<file path="src/rtl/alu_seq_pkg.sv">
// Shared types for the ALU sequencer: command opcodes, FSM states, flag layout, ALU opcodes.
// ALU_SEQ_CMP_EN decides whether command 110 (CMP) is routed to the ALU or rejected as reserved.
package alu_seq_pkg;

  typedef enum logic [2:0] {
    OP_AND = 3'b000,
    OP_OR  = 3'b001,
    OP_ADD = 3'b010,
    OP_SUB = 3'b011,
    OP_LDI = 3'b100,
    OP_RD  = 3'b101,
    OP_CMP = 3'b110,
    OP_RSV = 3'b111
  } cmd_op_e;

  typedef enum logic [1:0] {
    S_IDLE    = 2'b00,
    S_ISSUE   = 2'b01,
    S_CAPTURE = 2'b10,
    S_RESP    = 2'b11
  } state_e;

  typedef struct packed {
    logic zero;
    logic carry;
    logic overflow;
  } flags_t;

  localparam logic [1:0] ALU_AND = 2'b00;
  localparam logic [1:0] ALU_OR  = 2'b01;
  localparam logic [1:0] ALU_ADD = 2'b10;
  localparam logic [1:0] ALU_SUB = 2'b11;

  function automatic logic is_alu_op(input cmd_op_e op);
    case (op)
      OP_AND, OP_OR, OP_ADD, OP_SUB: return 1'b1;
`ifdef ALU_SEQ_CMP_EN
      OP_CMP:                        return 1'b1;
`endif
      default:                       return 1'b0;
    endcase
  endfunction

  // CMP borrows the subtractor; every other ALU command maps straight onto its low bits.
  function automatic logic [1:0] alu_opcode_of(input cmd_op_e op);
    logic [2:0] w_raw;
    w_raw = op;
    return (op == OP_CMP) ? ALU_SUB : w_raw[1:0];
  endfunction

endpackage

</file>
<file path="src/rtl/alu_seq_if.sv">
// Command and response channels between the front-end (master) and the sequencer (slave).
// Both directions use valid/ready; a beat transfers when valid and ready are high at a clock edge.
interface alu_seq_if #(
  parameter int WIDTH = 8,
  parameter int NREGS = 4
);
  localparam int RW = (NREGS > 1) ? $clog2(NREGS) : 1;

  logic             cmd_valid;
  logic             cmd_ready;
  logic [2:0]       cmd_op;
  logic [RW-1:0]    cmd_rd;
  logic [RW-1:0]    cmd_rs1;
  logic [RW-1:0]    cmd_rs2;
  logic [WIDTH-1:0] cmd_imm;

  logic             rsp_valid;
  logic             rsp_ready;
  logic [WIDTH-1:0] rsp_data;
  logic [2:0]       rsp_flags;
  logic             rsp_err;

  modport master (
    output cmd_valid, cmd_op, cmd_rd, cmd_rs1, cmd_rs2, cmd_imm, rsp_ready,
    input  cmd_ready, rsp_valid, rsp_data, rsp_flags, rsp_err
  );

  modport slave (
    input  cmd_valid, cmd_op, cmd_rd, cmd_rs1, cmd_rs2, cmd_imm, rsp_ready,
    output cmd_ready, rsp_valid, rsp_data, rsp_flags, rsp_err
  );

endinterface

</file>
<file path="src/rtl/alu_seq_regfile.sv">
// NREGS x WIDTH register file: two asynchronous read ports and one synchronous write port.
// A write lands at the clock edge it is presented on; all entries clear on reset.
module alu_seq_regfile #(
  parameter int WIDTH = 8,
  parameter int NREGS = 4,
  parameter int RW    = 2
) (
  input  logic             clock,
  input  logic             reset_n,
  input  logic             i_we,
  input  logic [RW-1:0]    i_waddr,
  input  logic [WIDTH-1:0] i_wdata,
  input  logic [RW-1:0]    i_raddr_a,
  output logic [WIDTH-1:0] o_rdata_a,
  input  logic [RW-1:0]    i_raddr_b,
  output logic [WIDTH-1:0] o_rdata_b
);

  logic [WIDTH-1:0] r_mem [NREGS];

  always_ff @(posedge clock or negedge reset_n) begin
    if (!reset_n) begin
      for (int i = 0; i < NREGS; i++) begin
        r_mem[i] <= '0;
      end
    end else if (i_we) begin
      r_mem[i_waddr] <= i_wdata;
    end
  end

  assign o_rdata_a = r_mem[i_raddr_a];
  assign o_rdata_b = r_mem[i_raddr_b];

endmodule

</file>
<file path="src/rtl/alu_sequencer.sv">
// Runs one register-level command at a time through an external ALU whose flags lag its result by a clock.
// ALU ops respond 3 cycles after accept, LDI/RD/reserved after 1; op 110 is CMP only with ALU_SEQ_CMP_EN.
module alu_sequencer
  import alu_seq_pkg::*;
#(
  parameter int WIDTH = 8,
  parameter int NREGS = 4,
  localparam int RW   = (NREGS > 1) ? $clog2(NREGS) : 1
) (
  input  logic             clock,
  input  logic             reset_n,
  alu_seq_if.slave         cmd_if,
  output logic [WIDTH-1:0] alu_a,
  output logic [WIDTH-1:0] alu_b,
  output logic [1:0]       alu_opcode,
  input  logic [WIDTH-1:0] alu_result,
  input  logic             alu_zero,
  input  logic             alu_carry,
  input  logic             alu_overflow
);

  state_e           r_state;
  state_e           w_state_nxt;
  cmd_op_e          w_op;
  logic             w_accept;
  logic             w_issue;

  logic             w_we;
  logic [RW-1:0]    w_waddr;
  logic [WIDTH-1:0] w_wdata;
  logic [WIDTH-1:0] w_rdata_a;
  logic [WIDTH-1:0] w_rdata_b;

  logic [WIDTH-1:0] r_alu_a;
  logic [WIDTH-1:0] r_alu_b;
  logic [1:0]       r_alu_op;
  logic [RW-1:0]    r_rd;
  logic             r_wb;
  flags_t           r_flags;
  logic             r_rsp_valid;
  logic [WIDTH-1:0] r_rsp_data;
  logic             r_rsp_err;

  assign w_op    = cmd_op_e'(cmd_if.cmd_op);
  assign w_issue = is_alu_op(w_op);

  alu_seq_regfile #(
    .WIDTH (WIDTH),
    .NREGS (NREGS),
    .RW    (RW)
  ) u_regfile (
    .clock     (clock),
    .reset_n   (reset_n),
    .i_we      (w_we),
    .i_waddr   (w_waddr),
    .i_wdata   (w_wdata),
    .i_raddr_a (cmd_if.cmd_rs1),
    .o_rdata_a (w_rdata_a),
    .i_raddr_b (cmd_if.cmd_rs2),
    .o_rdata_b (w_rdata_b)
  );

  always_ff @(posedge clock or negedge reset_n) begin
    if (!reset_n) begin
      r_state <= S_IDLE;
    end else begin
      r_state <= w_state_nxt;
    end
  end

  // The write port is shared: LDI writes at accept, ALU ops write back from CAPTURE.
  always_comb begin
    w_state_nxt = r_state;
    w_accept    = 1'b0;
    w_we        = 1'b0;
    w_waddr     = r_rd;
    w_wdata     = alu_result;
    case (r_state)
      S_IDLE: begin
        w_accept = cmd_if.cmd_valid;
        if (cmd_if.cmd_valid) begin
          w_state_nxt = w_issue ? S_ISSUE : S_RESP;
          if (w_op == OP_LDI) begin
            w_we    = 1'b1;
            w_waddr = cmd_if.cmd_rd;
            w_wdata = cmd_if.cmd_imm;
          end
        end
      end
      S_ISSUE: begin
        w_state_nxt = S_CAPTURE;
      end
      S_CAPTURE: begin
        w_state_nxt = S_RESP;
        w_we        = r_wb;
      end
      S_RESP: begin
        if (cmd_if.rsp_ready) begin
          w_state_nxt = S_IDLE;
        end
      end
      default: begin
        w_state_nxt = S_IDLE;
      end
    endcase
  end

  // Operands are loaded at accept so the ALU sees them for the whole ISSUE cycle and its
  // flags are registered at the end of it; they then hold until the next ALU command.
  always_ff @(posedge clock or negedge reset_n) begin
    if (!reset_n) begin
      r_alu_a     <= '0;
      r_alu_b     <= '0;
      r_alu_op    <= '0;
      r_rd        <= '0;
      r_wb        <= 1'b0;
      r_flags     <= '0;
      r_rsp_valid <= 1'b0;
      r_rsp_data  <= '0;
      r_rsp_err   <= 1'b0;
    end else begin
      case (r_state)
        S_IDLE: begin
          if (w_accept) begin
            r_rd <= cmd_if.cmd_rd;
            r_wb <= (w_op != OP_CMP);
            if (w_issue) begin
              r_alu_a  <= w_rdata_a;
              r_alu_b  <= w_rdata_b;
              r_alu_op <= alu_opcode_of(w_op);
            end else begin
              r_rsp_valid <= 1'b1;
              case (w_op)
                OP_LDI: begin
                  r_rsp_data <= cmd_if.cmd_imm;
                  r_rsp_err  <= 1'b0;
                end
                OP_RD: begin
                  r_rsp_data <= w_rdata_a;
                  r_rsp_err  <= 1'b0;
                end
                default: begin
                  r_rsp_data <= '0;
                  r_rsp_err  <= 1'b1;
                end
              endcase
            end
          end
        end
        S_CAPTURE: begin
          r_flags     <= '{zero: alu_zero, carry: alu_carry, overflow: alu_overflow};
          r_rsp_data  <= alu_result;
          r_rsp_err   <= 1'b0;
          r_rsp_valid <= 1'b1;
        end
        S_RESP: begin
          if (cmd_if.rsp_ready) begin
            r_rsp_valid <= 1'b0;
          end
        end
        default: begin
        end
      endcase
    end
  end

  assign alu_a            = r_alu_a;
  assign alu_b            = r_alu_b;
  assign alu_opcode       = r_alu_op;
  assign cmd_if.cmd_ready = (r_state == S_IDLE);
  assign cmd_if.rsp_valid = r_rsp_valid;
  assign cmd_if.rsp_data  = r_rsp_data;
  assign cmd_if.rsp_flags = r_flags;
  assign cmd_if.rsp_err   = r_rsp_err;

endmodule

</file>
<file path="src/flat_wrapper.sv">
// flat-port wrapper written by rule: the top's interface ports become plain ports
module alu_sequencer_flat import alu_seq_pkg::*;
#(
  parameter int WIDTH = 8,
  parameter int NREGS = 4,
  localparam int RW   = (NREGS > 1) ? $clog2(NREGS) : 1
)
  (clock, reset_n, alu_a, alu_b, alu_opcode, alu_result, alu_zero, alu_carry, alu_overflow, cmd_if_cmd_valid, cmd_if_cmd_op, cmd_if_cmd_rd, cmd_if_cmd_rs1, cmd_if_cmd_rs2, cmd_if_cmd_imm, cmd_if_rsp_ready, cmd_if_cmd_ready, cmd_if_rsp_valid, cmd_if_rsp_data, cmd_if_rsp_flags, cmd_if_rsp_err);
  alu_seq_if #(.WIDTH(WIDTH), .NREGS(NREGS)) cmd_if_i ();
  input  logic clock;
  input  logic reset_n;
  output logic [WIDTH-1:0] alu_a;
  output logic [WIDTH-1:0] alu_b;
  output logic [1:0] alu_opcode;
  input  logic [WIDTH-1:0] alu_result;
  input  logic alu_zero;
  input  logic alu_carry;
  input  logic alu_overflow;
  input wire logic [$bits(cmd_if_i.cmd_valid)-1:0] cmd_if_cmd_valid;
  input wire logic [$bits(cmd_if_i.cmd_op)-1:0] cmd_if_cmd_op;
  input wire logic [$bits(cmd_if_i.cmd_rd)-1:0] cmd_if_cmd_rd;
  input wire logic [$bits(cmd_if_i.cmd_rs1)-1:0] cmd_if_cmd_rs1;
  input wire logic [$bits(cmd_if_i.cmd_rs2)-1:0] cmd_if_cmd_rs2;
  input wire logic [$bits(cmd_if_i.cmd_imm)-1:0] cmd_if_cmd_imm;
  input wire logic [$bits(cmd_if_i.rsp_ready)-1:0] cmd_if_rsp_ready;
  output wire logic [$bits(cmd_if_i.cmd_ready)-1:0] cmd_if_cmd_ready;
  output wire logic [$bits(cmd_if_i.rsp_valid)-1:0] cmd_if_rsp_valid;
  output wire logic [$bits(cmd_if_i.rsp_data)-1:0] cmd_if_rsp_data;
  output wire logic [$bits(cmd_if_i.rsp_flags)-1:0] cmd_if_rsp_flags;
  output wire logic [$bits(cmd_if_i.rsp_err)-1:0] cmd_if_rsp_err;
  assign cmd_if_i.cmd_valid = cmd_if_cmd_valid;
  assign cmd_if_i.cmd_op = cmd_if_cmd_op;
  assign cmd_if_i.cmd_rd = cmd_if_cmd_rd;
  assign cmd_if_i.cmd_rs1 = cmd_if_cmd_rs1;
  assign cmd_if_i.cmd_rs2 = cmd_if_cmd_rs2;
  assign cmd_if_i.cmd_imm = cmd_if_cmd_imm;
  assign cmd_if_i.rsp_ready = cmd_if_rsp_ready;
  assign cmd_if_cmd_ready = cmd_if_i.cmd_ready;
  assign cmd_if_rsp_valid = cmd_if_i.rsp_valid;
  assign cmd_if_rsp_data = cmd_if_i.rsp_data;
  assign cmd_if_rsp_flags = cmd_if_i.rsp_flags;
  assign cmd_if_rsp_err = cmd_if_i.rsp_err;
  alu_sequencer #(.WIDTH(WIDTH), .NREGS(NREGS)) u_core (.clock(clock), .reset_n(reset_n), .cmd_if(cmd_if_i), .alu_a(alu_a), .alu_b(alu_b), .alu_opcode(alu_opcode), .alu_result(alu_result), .alu_zero(alu_zero), .alu_carry(alu_carry), .alu_overflow(alu_overflow));
endmodule
</file>
<file path="config.mk">
export PLATFORM = sky130hd
export DESIGN_NAME = alu_sequencer_flat
export DESIGN_NICKNAME = d
export VERILOG_FILES = /design/src/rtl/alu_seq_pkg.sv /design/src/rtl/alu_seq_if.sv /design/src/rtl/alu_seq_regfile.sv /design/src/rtl/alu_sequencer.sv /design/src/flat_wrapper.sv
export SDC_FILE = /design/constraint.sdc
export NUM_CORES = 1
export LEC_CHECK = 0
export ABC_AREA = 1
export ABC_CLOCK_PERIOD_IN_PS = 1880
export CORE_MARGIN = 2
export CORE_UTILIZATION = 45
export CTS_CLUSTER_SIZE = 28
export DETAILED_ROUTE_END_ITERATION = 12
export GPL_ROUTABILITY_DRIVEN = 0
export HOLD_SLACK_MARGIN = 0.02
export PLACE_DENSITY = 0.76
export SYNTH_ARGS = -nofsm -noshare
export SYNTH_HDL_FRONTEND = slang
export SYNTH_SLANG_ARGS = --single-unit
</file>
<file path="constraint.sdc">
create_clock -name clock -period 1.88 [get_ports clock]
set_clock_uncertainty 0.1 [all_clocks]
set_input_delay 0.282 -clock clock [delete_from_list [all_inputs] [get_ports clock]]
set_output_delay 0.282 -clock clock [all_outputs]
set_load 0.005 [all_outputs]
</file>
==> impl_metrics.csv, run 1 <==
group,metric,value,unit
synthesis,synth-compound-area-share,5.69,%
timing,setup_slack,0.0455,ns
synthesis,synth.avg_cell_area,7.36,sq um
floorplan,ios,64,
placement,dp_cells,673,
floorplan,die_w,94.3,um
power,ir_drop,0.877,mV
job,maxCapViolations,0,
global_routing,grt_pass1_wl,16400,um
floorplan,start_util,47.0,%
critical_path,crit_fanout,8,
power,p_per_area,1510,nW/um^2
critical_path,critPathCapture,"u_core.u_regfile.r_mem[10]",
floorplan,die-area,8900,sq um
global_routing,grt_pass1_vias,3494,
timing,whs,0.361,ns
timing,drv_slew,0,
power,clkPwrFrac,16.9,%
synthesis,ys_seq_elements,68,
timing,fin_crit_sh,97.6,%
timing,clock.fmax,545,MHz
synthesis,async_flop_share,100,%
critical_path,crit_required,2.08,ns
synthesis,syn-cell-area,3670,sq um
power,total_power,7.42,mW
synthesis,synth.distinct_cells,24,
critical_path,start_kind,"register",
synthesis,synthCells,499,
synthesis,muxShareOfSynthArea,0,%
critical_path,reg2reg_slack,0.05,ns
cells_and_area,final_layout_size_suffix_gt1_share,13.4,%
synthesis,synth_fa_ha_area_share,1.36,%
floorplan,rows,32,
synthesis,synth_xor_area_share,0,%
critical_path,timing.rr.end,"u_core.u_regfile.r_mem[10]",
synthesis,synthFlopType,"dfrtp_1",
cells_and_area,fillers,668,
drt,drt_iter0_drc,398,
drt,top_layer,"met4",
timing,setup_viol,0,
clocking,cts_buffer_depth,2,
run_status,status,"complete, no violations",
drt,met1_length,4370,um
worst_hold_path,hp-class,"input port to asynchronous set/reset pin",
drt,dr.pass1.iters,5,
clocking,cts_tree,"yes",
drt,met2_length,5260,um
cells_and_area,final_cells,698,
timing,rsz0062_at_grt,"yes",
cells_and_area,nNetsFinal,627,
synthesis,synth_area_leader_cell,"dfrtp_1",
floorplan,core-area,7810,sq um
floorplan,dieHeight,94.3,um
power,power.leakage,2.44,nW
drt,routed_via_density,5.47,
drt,wl_per_cell,15.4,um
placement,post-place-ws,-0.125,ns
timing,max-slew-margin-rel,64.7,%
synthesis,netlist_top_cells_area,"dfrtp_1 46%, nand2_1 19%, nand3_1 10%, nor2_1 6.4%, o21ai_0 3.5%",
drt,drc_errors,0,
synthesis,synth-edff-count,0,
clocking,htree_levels,3,
drt,vias,3816,
critical_path,path_class,"register to register",
clocking,clk_latency,0.36,ns
cells_and_area,area_growth,34.0,%
critical_path,crit_arrival,2.03,ns
global_routing,grt_max_degree,69,
critical_path,ff2ff_path_depth,10,
global_routing,antenna_found_initial,0,
clocking,cts_root_buf,"clkbuf_8",
synthesis,syn_nets,535,
drt,wl,10800,um
power,pwr-share-seq,35.3,%
drt,final_antenna_net_count,0,
critical_path,crit_path_end_kind,"register",
placement,dp_hpwl,7560,um
global_routing,overflow,0,
clocking,clk_pin_slew,0.07,ns
clocking,cts_made_buffers,9,
timing,worstMarginPinSlew,0.528,ns
synthesis,synth_warnings,0,
power,p_int,4.46,mW
timing,final.min_clock_period,1.83,ns
power,p_comb_share,47.7,%
synthesis,ys_seq_area_share,46.3,%
placement,port_buffers,63,
timing,hold_viol_final,0,
synthesis,synth_commonest_cells,"188 x nand2_1, 74 x nand3_1, 68 x dfrtp_1, 63 x nor2_1, 26 x o21ai_0",
power,power_switching,2.97,mW
critical_path,reg2reg_from,"u_core.r_state[0]",
global_routing,grt_use_total,24.2,%
synthesis,synth_top_family_by_area,"simple AND/OR/NAND/NOR gates",
clocking,clock_sinks,68,
critical_path,cp-startpoint,"u_core.r_state[0]",
synthesis,yosys.area_share.simple,41.1,%
cells_and_area,n_antenna_cell,0,
power,p_sw_share,40.0,%
drt,met3_length,760,um
synthesis,yosysMostFrequentCell,"nand2_1",
synthesis,yosys.area.top_type_share,46.3,%
[per-layer routing]
layer	track usage, %	up-vias
li1	-	1792
met1	31.8	1798
met2	38.6	190
met3	3.83	36
met4	12.6	0
met5	0	-
[sequential cells by signal, indices dropped and copies added (netlist names)]
name / cells
u_core.alu_opcode: 2
u_core.r_wb: 1
u_core.r_state: 2
u_core.r_rd: 2
u_core.cmd_if.rsp_valid: 1
u_core.cmd_if.rsp_err: 1
u_core.u_regfile.r_mem: 32
u_core.cmd_if.rsp_data: 8
u_core.cmd_if.rsp_flags: 3
u_core.alu_b: 8
u_core.alu_a: 8
[worst min-delay path by stage]
stage,end,slack (ns),cells after the start
finish,u_core.u_regfile.r_mem[17],0.36,3
global route,u_core.cmd_if.rsp_flags[0],0.38,3
CTS,u_core.cmd_if.rsp_flags[2],0.36,3
detailed placement,u_core.u_regfile.r_mem[17],0.24,2
global placement,u_core.alu_b[2],0.23,2
floorplan,u_core.alu_a[0],-0.11,0
[stage by stage]
step	instance area, sq um	setup TNS [ns]	utilization, %
floorplan	3670	0	-
detailed placement	4580	-4.22	58.6
global placement	4580	-1.55	58.6
CTS	4800	0	61.5
global route	4920	-0.305	63.0
finish	4920	0	63.0
[layout by cell type, fill, tap and decap left out, drive strengths merged, types with 2 or more instances in the layout]
cell             n
nand4            2
ha               4
inv             21
dfrtp           68
o21ai           28
a21oi            2
clkinv           2
buf             38
nand3           79
clkdlybuf4s50   61
clkbuf          12
a31oi            8
nor2            69
nand2          196
[final cells by class]
class | instances | area (sq um) | area share (%)
clock inverters | 4 | 47.5 | 0.966
repair buffers | 101 | 950 | 19.3
clock buffers | 12 | 155 | 3.15
well taps | 102 | 128 | 2.59
flip-flops and latches | 68 | 1700 | 34.6
inverters | 21 | 83.8 | 1.70
multi-input cells | 390 | 1850 | 37.7
[worst max-delay path, stage by stage, from the launching register on]
cell and delay [ns]:
dfrtp_1 0.40, inv_2 0.08, ha_2 0.18, nand2_2 0.10
inv_4 0.09, nand3_4 0.15, nand2_2 0.13, nand2_4 0.12
nor2_4 0.23, nand3_1 0.11, nand2_1 0.07
[repair_timing]
action | in CTS | in global routing
gates resized for setup | 2 | 14
gates cloned | 0 | 2
endpoints found under the hold margin | 68 | 0
pin swaps | 0 | 5
setup buffers | 2 | 4
setup endpoints to repair | 10 | 32
hold buffers | 1 | 0
[power groups by stage]
stage	logic [mW]	registers (mW)	clock network, mW
finish	3.54	2.62	1.26
global route	3.94	2.69	1.35
CTS	3.26	2.61	1.27
detailed placement	3.21	2.64	0
global placement	3.13	2.62	0
floorplan	1.87	2.55	0
[cell families after synthesis]
logic type	after synthesis
AOI/OAI and AO/OA	39
adders and majority gates	4
and+or+nand+nor	345
buffers and inverters	43
DFF	68
Power figures use the tool's default switching activity.
==> inputs of run 2 (changes only) <==
SYNTH_HIERARCHICAL = 1   (was unset)
==> run 2 against run 1 <==
Effect of this change: clock power about the same; via count increased by 6.4%; worst hold slack got worse by 0.048 ns; cell count increased by 9.0%; sequential cell count unchanged; maximum frequency about the same; die area increased by 7.7%; sequential share of layout area decreased by 2.8 points; register-to-register slack about the same; setup slack got worse by 0.0011 ns; critical path depth increased by 1.
==> impl_metrics.csv, run 2 <==
group,metric,value,unit
critical_path,cp-startpoint,"u_core/r_state[1]",
timing,worstMarginPinSlew,0.459,ns
clocking,cts_root_buf,"clkbuf_8",
drt,drc_errors,0,
power,power.leakage,2.86,nW
cells_and_area,nNetsFinal,684,
cells_and_area,layout_commonest_cell,"nand2_1",
cells_and_area,n_antenna_cell,0,
synthesis,syn-cell-area,3970,sq um
synthesis,syn_nets,585,
timing,rsz0062_at_grt,"yes",
clocking,cts_tree,"yes",
cells_and_area,utilization,62.1,%
critical_path,start_kind,"register",
timing,drv_slew,0,
placement,port_buffers,63,
timing,hold_viol_final,0,
cells_and_area,top_register,"u_core/u_regfile/r_mem",
power,total_power,7.85,mW
global_routing,grt_max_degree,34,
floorplan,rows,34,
synthesis,ys_seq_area_share,42.9,%
floorplan,core-area,8640,sq um
critical_path,crit_path_end_kind,"register",
timing,final.min_clock_period,1.84,ns
power,p_per_area,1460,nW/um^2
synthesis,async_flop_share,100,%
drt,drt_iter0_drc,254,
critical_path,crit_arrival,1.97,ns
timing,clock.fmax,545,MHz
drt,wl,11000,um
worst_hold_path,hp-class,"input port to asynchronous set/reset pin",
clocking,htree_levels,3,
synthesis,synth-edff-count,0,
drt,routed_via_density,5.34,
global_routing,overflow,0,
synthesis,synth.distinct_cells,21,
synthesis,netlist_top_cells_area,"dfrtp_1 43%, nand2_1 21%, nand3_1 9.3%, inv_1 6.0%, nand4_1 3.9%",
placement,dp_hpwl,7880,um
clocking,clk_pin_slew,0.08,ns
run_status,status,"complete, no violations",
critical_path,crit_fanout,8,
clocking,clk_latency,0.34,ns
job,maxCapViolations,0,
synthesis,synth.avg_cell_area,7.23,sq um
critical_path,reg2reg_from,"u_core/r_state[1]",
global_routing,grt_use_total,22.4,%
global_routing,antenna_found_initial,0,
timing,max-slew-margin-rel,69.4,%
floorplan,start_util,45.9,%
cells_and_area,area_growth,35.1,%
cells_and_area,layout_common_cells,"215 x nand2_1, 73 x nand3_1, 68 x dfrtp_1",
synthesis,ys_seq_elements,68,
synthesis,yosysMostFrequentCell,"nand2_1",
drt,final_antenna_net_count,0,
drt,dr.pass1.iters,5,
floorplan,dieHeight,97.9,um
synthesis,synth_warnings,6,
timing,setup_viol,0,
drt,wl_per_cell,14.5,um
clocking,cts_buffer_depth,2,
critical_path,crit_required,2.02,ns
timing,fin_crit_sh,97.6,%
clocking,clock_sinks,68,
synthesis,synth_commonest_cells,"224 x nand2_1, 74 x nand3_1, 68 x dfrtp_1, 63 x inv_1, 25 x nand4_1",
cells_and_area,largest_register_ffs,32,
synthesis,synth_area_leader_cell,"dfrtp_1",
critical_path,path_class,"register to register",
synthesis,synthCells,549,
power,ir_drop,0.760,mV
floorplan,die-area,9580,sq um
synthesis,synthFlopType,"dfrtp_1",
global_routing,grt_pass1_vias,3635,
synthesis,yosys.area.top_type_share,42.9,%
floorplan,ios,64,
clocking,cts_made_buffers,9,
cells_and_area,final_layout_size_suffix_gt1_share,17.2,%
drt,vias,4060,
global_routing,grt_pass1_wl,17700,um
floorplan,die_w,97.9,um
[run 2: changes by cell type in the layout (fill, tap and decap cells not counted), moves of 4 or more]
| cell | before | now |
|---|---|---|
| buf_4 | 34 | 39 |
| inv_1 | 18 | 61 |
| nor2_1 | 63 | 16 |
| nand4_1 | 2 | 25 |
| o21ai_0 | 26 | 7 |
| o21ai_1 | 1 | 9 |
| o21ai_2 | 1 | 10 |
| a31oi_1 | 8 | 0 |
| nand2_4 | 3 | 7 |
| nand2_1 | 185 | 215 |
| inv_2 | 1 | 6 |
[run 2: kinds of logic after synthesis]
logic type	Yosys count	synth area share, %
simple gates	350	39.7
buf+inv	97	11.4
flops	68	42.9
compound gates	30	4.76
fa+ha+maj	4	1.26
[run 2: worst paths after layout]
check	end	slack, ns	cells past startpoint
max	u_core/u_regfile/r_mem[0]	0.04	11
min	u_core/cmd_if.rsp_data[2]	0.31	2
max reg2reg	u_core/u_regfile/r_mem[0]	0.04	11
min reg2reg	u_core/alu_b[0]	0.37	2
max in group asynchronous	u_core/u_regfile/r_mem[3]	0.82	3
min in group clock	u_core/alu_b[0]	0.37	2
[run 2: where the power goes]
part / total, mW / internal [mW] / switching [mW]
Combinational: 4.04 / 1.83 / 2.20
Clock: 1.27 / 0.688 / 0.582
Sequential: 2.54 / 2.13 / 0.412
[run 2: area by class of cell]
class                   count  area, sq um
flip-flops and latches     68         1700
clock inverters             5         60.1
fillers                   746         3280
clock buffers              11          151
inverters                  70          270
multi-input cells         387         1960
repair buffers            112         1090
well taps                 108          135
[run 2: per-stage QoR]
step | area [sq um] | setup slack, ns | std cells | setup TNS (ns) | hold WS [ns]
2_1_floorplan | 4010 | 0.0100 | 549 | 0 | -0.114
3_3_place_gp | 4900 | -0.398 | 729 | -9.78 | 0.147
3_5_place_dp | 4900 | -0.462 | 729 | -12.13 | 0.155
4_1_cts | 5190 | 0.0234 | 753 | 0 | 0.318
5_1_grt | 5360 | -0.0524 | 761 | -0.995 | 0.327
6_report | 5360 | 0.0444 | 761 | 0 | 0.313
[run 2: worst max-delay path: stages, from the launching register on]
cell and delay [ns]:
dfrtp_1 0.39, inv_2 0.08, ha_4 0.14, nand2_2 0.05
inv_2 0.07, nand3_4 0.13, o21ai_4 0.20, buf_12 0.16
nand3_4 0.10, buf_12 0.18, nand2_2 0.06, o21ai_2 0.04
[run 2: metal layers]
| metal | up-vias | share of wire, % | track usage [%] |
|---|---|---|---|
| met2 | 214 | 48 | 35.3 |
| met1 | 1887 | 43 | 31.5 |
| met3 | 27 | 6.7 | 3.58 |
| li1 | 1932 | - | - |
| met5 | - | 0 | 0 |
| met4 | 0 | 2.5 | 7.59 |
[run 2: timing repair]
| action | in CTS | in global routing |
|---|---|---|
| hold buffers | 1 | 0 |
| endpoints found under the setup margin | 33 | 38 |
| hold endpoints to repair | 15 | 0 |
| gates cloned | 0 | 4 |
| pin swaps | 2 | 6 |
| buffers inserted | 7 | 4 |
| gates resized for setup | 3 | 21 |
==> inputs of run 3 (changes only) <==
CELL_PAD_IN_SITES_DETAIL_PLACEMENT = 2   (was unset)
CELL_PAD_IN_SITES_GLOBAL_PLACEMENT = 2   (was unset)
CORE_UTILIZATION = 27   (was 45)
PLACE_DENSITY = 0.79   (was 0.76)
REMOVE_ABC_BUFFERS = 1   (was unset)
==> run 3 against run 2 <==
Effect of this change: the flow now finishes with violations (negative setup slack); count of clock-buffer cells in the layout decreased by 1; non-clock buffer count increased by 38; global-route usage rose by 1.1 points; critical path depth is 2 higher; sequential share of layout area down 3.7 points; first-iteration DRC count decreased by 9.4%; register-to-register slack worse by 0.27 ns; via count grew 10%; critical path type unchanged.
==> impl_metrics.csv, run 3 (same netlist as run 2, synthesis figures left out) <==
group,metric,value,unit
clocking,cts_root_buf,"clkbuf_16",
cells_and_area,fillers,1615,
power,ir_drop,0.704,mV
drt,drc_errors,0,
cells_and_area,nNetsFinal,720,
power,power_switching,4.23,mW
cells_and_area,final_cell_area,6070,sq um
clocking,clock_sinks,68,
power,power.leakage,3.16,nW
power,p_sw_share,40.6,%
drt,wl_per_cell,22.5,um
critical_path,cp-startpoint,"u_core/r_state[1]",
critical_path,timing.rr.end,"u_core/u_regfile/r_mem[13]",
global_routing,grt_use_total,23.4,%
job,maxCapViolations,0,
placement,dp_hpwl,11300,um
worst_hold_path,hp-class,"input port to asynchronous set/reset pin",
timing,setup_tns,-5.23,ns
placement,post-place-ws,-0.508,ns
floorplan,start_util,27.5,%
cells_and_area,n_antenna_cell,0,
timing,drv_slew,0,
floorplan,die_w,125,um
power,p_per_area,1720,nW/um^2
critical_path,start_kind,"register",
drt,drt_iter0_drc,230,
clocking,htree_levels,3,
floorplan,dieHeight,125,um
global_routing,grt_pass1_wl,28400,um
run_status,status,"complete, but fails checks",
timing,setup_slack,-0.222,ns
drt,dr.pass1.iters,4,
drt,routed_via_density,5.12,
timing,final.min_clock_period,2.10,ns
timing,max-slew-margin-rel,54.9,%
cells_and_area,layout_commonest_cell,"nand2_1",
placement,port_buffers,63,
critical_path,crit_fanout,8,
timing,rsz0062_at_grt,"yes",
run_status,violations,"negative setup slack",
global_routing,antenna_found_initial,0,
power,p_comb_share,51.9,%
critical_path,crit_path_end_kind,"register",
power,clkPwrFrac,22.4,%
critical_path,crit_required,2.01,ns
cells_and_area,top_register,"u_core/u_regfile/r_mem",
power,pwr-share-seq,25.6,%
drt,vias,4470,
global_routing,grt_max_degree,51,
critical_path,ff2ff_path_depth,13,
clocking,cts_tree,"yes",
cells_and_area,layout_common_cells,"197 x nand2_1, 72 x nand3_1, 68 x dfrtp_1",
power,p_int,6.18,mW
clocking,cts_made_buffers,9,
floorplan,core-area,14400,sq um
clocking,clk_pin_slew,0.07,ns
floorplan,die-area,15700,sq um
critical_path,path_class,"register to register",
timing,fin_crit_sh,112,%
clocking,clk_latency,0.36,ns
cells_and_area,multi_input_area,2010,sq um
critical_path,reg2reg_from,"u_core/r_state[1]",
cells_and_area,area_growth,53.0,%
critical_path,reg2reg_slack,-0.22,ns
clocking,cts_buffer_depth,2,
cells_and_area,largest_register_ffs,32,
global_routing,grt_pass1_vias,4928,
timing,worstMarginPinSlew,0.677,ns
drt,final_antenna_net_count,0,
timing,hold_viol_final,0,
floorplan,ios,64,
global_routing,overflow,0,
critical_path,crit_arrival,2.23,ns
placement,place_area,5070,sq um
drt,wl,19700,um
cells_and_area,final_layout_size_suffix_gt1_share,24.5,%
cells_and_area,regArea,1700,sq um
timing,clock.fmax,476,MHz
timing,setup_viol,32,
floorplan,rows,44,
[run 3: worst max-delay path by stage]
stage               cells after the start  slack, ns                          to
floorplan                               7      -2.00   u_core/u_regfile/r_mem[0]
CTS                                    11     0.0003   u_core/u_regfile/r_mem[0]
detailed placement                      8      -0.51   u_core/u_regfile/r_mem[7]
global route                           13      -0.28  u_core/u_regfile/r_mem[13]
finish                                 13      -0.22  u_core/u_regfile/r_mem[13]
global placement                        8      -0.38   u_core/u_regfile/r_mem[3]
[run 3: power groups by stage]
stage | sequential, mW | combinational (mW) | clock, mW
finish | 2.67 | 5.41 | 2.34
global route | 2.74 | 5.81 | 2.43
CTS | 2.57 | 4.53 | 2.34
detailed placement | 2.55 | 3.95 | 0
global placement | 2.51 | 3.69 | 0
floorplan | 2.46 | 1.97 | 0
[run 3: critical path, stage by stage (launching register included)]
cell and delay (ns):
dfrtp_1 0.40, inv_2 0.09, ha_4 0.16, nand2_4 0.06, inv_4 0.07, nand3_4 0.16
nand2_4 0.13, o21ai_4 0.07, buf_6 0.14, buf_6 0.12, inv_8 0.07, nand3_4 0.16
nand2_1 0.14, nand2_1 0.08
[run 3: metal layers]
layer,vias to the layer above,part of all wire (%),GRT usage (%)
met5,-,0,0
met4,0,3.5,9.35
met3,52,3.9,3.08
met2,139,51,42.1
met1,2279,42,28.3
li1,2000,-,-
[run 3: metrics by stage]
step	util, %	hold slack, ns	power (mW)	instances
floorplan	-	-0.114	4.43	522
detailed placement	35.2	0.198	6.50	822
finish	42.1	0.338	10.4	873
global placement	35.2	0.188	6.20	822
global route	42.1	0.390	11.0	873
CTS	40.4	0.365	9.44	862
[run 3: final cells by class]
cell class	instances	share of cell area, %
Multi-Input combinational cell	385	33.0
Timing Repair Buffer	150	24.0
Inverter	70	4.57
Clock inverter	6	2.62
Sequential cell	68	28.0
Clock buffer	10	3.94
Tap cell	184	3.79
[run 3: repair_timing]
action                                  4_1_cts  5_1_grt
buffers inserted                             22        9
endpoints found under the hold margin        68        0
pin swaps                                     8        9
resized for setup                            31       41
cloned                                        1        2
endpoints found under the setup margin       33       39
hold buffers                                  1        0
